### src/rtl/axi_stream_pkg.sv
// axi_stream_pkg: shared AXI4-Stream types and arbiter constants.
//   data_t          32-bit stream payload
//   arb_state_t     arbiter lock state (IDLE, LOCKED)
//   AXIS_ARB_CNT_W  width of the optional per-port packet counters
package axi_stream_pkg;
  typedef logic [31:0] data_t;
  typedef enum logic {IDLE, LOCKED} arb_state_t;
  localparam int AXIS_ARB_CNT_W = 16;
endpackage

### src/rtl/axi_stream_rr_arbiter_rr_pick.sv
// rr_pick: combinational round-robin picker.
//   req  in   NUM_PORTS  request vector
//   ptr  in   IDX_W      highest-priority position
//   any  out  1          at least one request present
//   idx  out  IDX_W      first set bit at or after ptr, wrapping past NUM_PORTS-1
module rr_pick #(
  parameter int NUM_PORTS = 4,
  localparam int IDX_W = $clog2(NUM_PORTS)
) (
  input  logic [NUM_PORTS-1:0] req,
  input  logic [IDX_W-1:0]     ptr,
  output logic                 any,
  output logic [IDX_W-1:0]     idx
);
  // Scan offsets from farthest to nearest so the nearest request from ptr wins.
  always_comb begin
    any = |req;
    idx = '0;
    for (int k = NUM_PORTS - 1; k >= 0; k--)
      if (req[(int'(ptr) + k) % NUM_PORTS]) idx = IDX_W'((int'(ptr) + k) % NUM_PORTS);
  end
endmodule

### src/rtl/axi_stream_rr_arbiter.sv
// axi_stream_rr_arbiter: N-to-1 AXI4-Stream round-robin arbiter with packet lock.
//   aclk, areset_n           clock, synchronous active-low reset
//   s_tvalid/s_tready/s_tdata/s_tlast   upstream masters (NUM_PORTS wide)
//   m_tvalid/m_tready/m_tdata/m_tlast   downstream slave
//   grant_valid, grant_idx   current lock status and locked port
//   pkt_cnt                  per-port accepted packet counters, saturating
//                            (present only when AXIS_ARB_PKT_CNT_EN is defined)
module axi_stream_rr_arbiter
  import axi_stream_pkg::*;
#(
  parameter int NUM_PORTS = 4,
  localparam int IDX_W = $clog2(NUM_PORTS)
) (
  input  logic                 aclk,
  input  logic                 areset_n,
  input  logic [NUM_PORTS-1:0] s_tvalid,
  output logic [NUM_PORTS-1:0] s_tready,
  input  data_t                s_tdata [NUM_PORTS],
  input  logic [NUM_PORTS-1:0] s_tlast,
  output logic                 m_tvalid,
  input  logic                 m_tready,
  output data_t                m_tdata,
  output logic                 m_tlast,
  output logic                 grant_valid,
`ifdef AXIS_ARB_PKT_CNT_EN
  output logic [IDX_W-1:0]     grant_idx,
  output logic [AXIS_ARB_CNT_W-1:0] pkt_cnt [NUM_PORTS]
`else
  output logic [IDX_W-1:0]     grant_idx
`endif
);
  arb_state_t state, state_n;
  logic [IDX_W-1:0] grant_idx_n, rr_ptr, rr_ptr_n, pick_idx;
  logic pick_any, locked, last_acc;

  rr_pick #(.NUM_PORTS(NUM_PORTS)) u_pick (
    .req(s_tvalid),
    .ptr(rr_ptr),
    .any(pick_any),
    .idx(pick_idx)
  );

  assign locked = state == LOCKED;
  assign grant_valid = locked;

  // The grant is decided in IDLE and only takes effect next cycle, so no beat
  // moves during the arbitration cycle and tready never reaches an ungranted port.
  always_comb begin
    m_tvalid = locked & s_tvalid[grant_idx];
    m_tdata = locked ? s_tdata[grant_idx] : '0;
    m_tlast = locked & s_tlast[grant_idx];
    s_tready = '0;
    s_tready[grant_idx] = locked & m_tready;
    last_acc = m_tvalid & m_tready & m_tlast;
    state_n = state;
    grant_idx_n = grant_idx;
    rr_ptr_n = rr_ptr;
    if (!locked && pick_any) begin
      state_n = LOCKED;
      grant_idx_n = pick_idx;
    end
    if (last_acc) begin
      state_n = IDLE;
      rr_ptr_n = grant_idx == IDX_W'(NUM_PORTS - 1) ? '0 : grant_idx + 1'b1;
    end
  end

  always_ff @(posedge aclk) begin
    if (!areset_n) begin
      state <= IDLE;
      grant_idx <= '0;
      rr_ptr <= '0;
    end else begin
      state <= state_n;
      grant_idx <= grant_idx_n;
      rr_ptr <= rr_ptr_n;
    end
  end

`ifdef AXIS_ARB_PKT_CNT_EN
  always_ff @(posedge aclk) begin
    for (int i = 0; i < NUM_PORTS; i++)
      if (!areset_n) pkt_cnt[i] <= '0;
      else if (last_acc && grant_idx == IDX_W'(i) && pkt_cnt[i] != '1) pkt_cnt[i] <= pkt_cnt[i] + 1'b1;
  end
`else
`endif
endmodule

### config.mk
export PLATFORM = sky130hd
export DESIGN_NAME = axi_stream_rr_arbiter
export DESIGN_NICKNAME = d
export VERILOG_FILES = /design/src/rtl/axi_stream_pkg.sv /design/src/rtl/axi_stream_rr_arbiter_rr_pick.sv /design/src/rtl/axi_stream_rr_arbiter.sv
export SDC_FILE = /design/constraint.sdc
export NUM_CORES = 1
export LEC_CHECK = 0
export ABC_CLOCK_PERIOD_IN_PS = 1400
export CORE_ASPECT_RATIO = 1.4
export CORE_MARGIN = 10
export CORE_UTILIZATION = 24
export DETAILED_ROUTE_END_ITERATION = 6
export MAX_ROUTING_LAYER = met4
export PLACE_DENSITY = 0.8
export SLEW_MARGIN = 5
export SYNTH_ARGS = -nofsm -noshare
export SYNTH_HDL_FRONTEND = slang
export SYNTH_SLANG_ARGS = --single-unit
### constraint.sdc
create_clock -name aclk -period 1.4 [get_ports aclk]
set_input_delay 0.14 -clock aclk [delete_from_list [all_inputs] [get_ports aclk]]
set_output_delay 0.14 -clock aclk [all_outputs]
set_load 0.02 [all_outputs]
==> flow_summary_export.csv <==
group,metric,value,unit
placement,dp.cells,377,
synth,synth_cell_type_count,24,
timing,fmax,0.571,GHz
cells_and_area,fin_cells,390,
worst_setup_path,worstSetupPathType,"flop to primary output",
routing,ant_nets,0,
cts,cts_max_level,1,
worst_setup_path,cp.required,1.26,ns
synth,synth_seq_area_share,7.10,%
global_routing,grt_start_max_net_pins,31,
floorplan,placementRows,33,
pwr,power.leakage,1.49,nW
worst_setup_path,cp.arrival,1.61,ns
cells_and_area,design_area,3790,sq um
global_routing,grt_overflow,0,
routing,drt_iter0_drc,81,
timing,rsz0062_at_grt,"yes",
cts,numCtsBuffers,3,
timing,skew,0.00281,ns
synth,synth_seq_cells,5,
routing,dr.pass1.iters,4,
global_routing,grt_pass1_wl,13500,microns
timing,setup_ws,-0.352,ns
routing,num_vias,1953,
timing,fin_crit,1.75,ns
placement,place_hpwl,7620,microns
floorplan,start_util,24.4,%
cts,clk_path_buf_depth,2,
floorplan,core,5780,sq um
floorplan,dieArea,9380,sq um
hold_path,hp-class,"input pin to flop",
pwr,vdd_drop_max,0.274,mV
cts,clk_latency,0.22,ns
run_status,status,"complete, but fails checks",
timing,period_share,125,%
cts,clk_pin_slew,0.04,ns
global_routing,grt_pass1_vias,2109,
floorplan,ios,180,
placement,dp_slack,-0.563,ns
placement,gp_congestion,0.792,
synth,ys_warn_count,0,
floorplan,fp.dieW,84.8,microns
cts,cts.sinks,5,
hold_path,whs_path_depth,5,
routing,drc,0,
timing,slew_viol_final,0,
worst_setup_path,critPathLaunchType,"flop",
routing,post_drt_via_cell_ratio,5.01,
timing,tightest_slew,0.289,ns
placement,place_area,3470,sq um
cells_and_area,diodes,0,
worst_setup_path,reg2reg_depth,6,
timing,relSlewSlack,80.7,%
synth,avgSynthCellArea,11.5,sq um
cts,cts_tree,"yes",
cts,cts_root_buffer,"clkbuf_8",
timing,finalHoldViolCount,0,
routing,drt-total-wl,9350,microns
global_routing,grt.total_usage,18.9,%
synth,syn-cell-area,1410,sq um
pwr,p_per_area,483,nW/um^2
cts,ctsHoldBuffers,0,
run_status,failed_checks,"setup timing",
synth,netlist_instances,123,
floorplan,die_y,111,microns
job,cap_violations,0,
routing,wl_per_cell,24.0,microns
global_routing,antenna_found_initial,0,
synth,syn_nets,266,
placement,io_buffers,179,
worst_setup_path,crit_path_end_kind,"primary output",
cells_and_area,area_delta_synth_final,169,%
timing,setup_viol,41,
cells_and_area,drive_gt1_share,46.9,%
worst_setup_path,cp_max_fo,7,
cells_and_area,nets,464,
==> critical path, stage by stage, from the launching register on <==
cell	delay, ns
dfxtp_4	0.44
buf_12	0.15
mux4_2	0.52
and2_4	0.16
buf_6	0.12
==> metrics by stage <==
| stage | setup TNS (ns) | hold slack, ns | utilization, % | total power, W |
|---|---|---|---|---|
| after floorplan | -2.61 | 0.273 | - | 0.000755 |
| after detailed placement | -19.09 | 0.501 | 60.0 | 0.00144 |
| final | -11.91 | 0.525 | 65.5 | 0.00183 |
| after global placement | -18.50 | 0.498 | 60.0 | 0.00141 |
| after global routing | -13.93 | 0.563 | 65.5 | 0.00193 |
| after CTS | -13.58 | 0.508 | 66.3 | 0.00187 |
==> what timing repair did <==
item                                    4_1_cts  5_1_grt
endpoints found under the setup margin       44       43
gates resized for setup                     263        8
pin swaps                                    36        4
buffers inserted                              9        2
cloned                                        4        1
==> cell type report <==
| class | count | area [sq um] |
|---|---|---|
| repair buffers | 205 | 2140 |
| fillers | 431 | 1990 |
| multi-input cells | 101 | 1390 |
| flip-flops and latches | 5 | 108 |
| well taps | 70 | 87.6 |
| clock buffers | 4 | 45.0 |
| inverters | 5 | 21.3 |
==> cells by family after synthesis <==
group                    Yosys count  share of synthesized area (%)
adder cells (fa/ha/maj)            4                           3.55
flip-flops                         5                           7.10
AO/OA/AOI/OAI                     13                           6.74
buffers and inverters             17                           7.28
multiplexers                      34                           54.3
AND/OR/NAND/NOR                   50                           21.0
==> registers in the layout, summed over array words and instances, names as in the netlist <==
register and count:
grant_idx 2, grant_valid 1, rr_ptr 2
==> layer usage <==
metal  up-vias  share of wire [%]  global-route usage (%)
met2       100                 58                    36.1
met5         -                  0                       -
li1        878                  -                       -
met4         0                1.2                    2.53
met3         8                6.6                    4.56
met1       967                 34                    18.9
==> synth_stat cells <==
cell	n	share of area [%]
clkbuf_1	4	1.1
and2_1	34	15
o21ai_1	1	0.35
a21o_1	2	1.1
a211o_1	2	1.2
nor2b_1	1	0.44
a21boi_0	1	0.53
inv_1	5	1.3
nand4_2	1	0.89
o221ai_1	2	1.2
buf_8	1	1.1
ha_1	4	3.5
nand2_1	4	1.1
o211a_1	1	0.71
nor2_1	4	1.1
nand3_1	2	0.71
mux4_2	34	54
buf_2	4	1.4
dfxtp_1	5	7.1
o21ai_0	1	0.35
and3_1	4	1.8
buf_6	3	2.4
a21boi_1	1	0.53
a21oi_1	2	0.71
==> placed cells by master (no fill, tap or decap), types with 2 or more instances in the layout <==
| cell type | synthesis | routed |
|---|---|---|
| and2_4 | 0 | 34 |
| clkbuf_8 | 0 | 3 |
| buf_6 | 3 | 44 |
| mux4_2 | 34 | 34 |
| dfxtp_1 | 5 | 3 |
| a21o_1 | 2 | 2 |
| a21oi_1 | 2 | 2 |
| nor2_1 | 4 | 4 |
| ha_4 | 0 | 4 |
| dfxtp_4 | 0 | 2 |
| o21ai_1 | 1 | 2 |
| a211o_1 | 2 | 2 |
| buf_8 | 1 | 2 |
| buf_12 | 0 | 4 |
| buf_4 | 0 | 13 |
| inv_1 | 5 | 4 |
| and3_4 | 0 | 4 |
| dlygate4sd2_1 | 0 | 2 |
| o221ai_1 | 2 | 2 |
| nand3_2 | 0 | 2 |
| nand2_1 | 4 | 4 |
| clkdlybuf4s50_1 | 0 | 137 |
==> worst paths after layout <==
kind                                                start                   endpoint  slack, ns
worst max-delay path            grant_idx[0]$_SDFFE_PN0P_                    m_tlast      -0.35
worst max register to register  grant_idx[0]$_SDFFE_PN0P_     rr_ptr[1]$_SDFFE_PN0P_      -0.16
worst min register to register     rr_ptr[0]$_SDFFE_PN0P_     rr_ptr[0]$_SDFFE_PN0P_       0.53
worst min-delay path                          s_tvalid[0]  grant_idx[1]$_SDFFE_PN0P_       0.52
==> report_power, final <==
group | switching, W | internal [W] | total [W]
Combinational | 0.000475 | 0.000918 | 0.00139
Clock | 0.0000687 | 0.000195 | 0.000264
Sequential | 0.0000199 | 0.000151 | 0.000171
(Power assumes the default switching activity.)
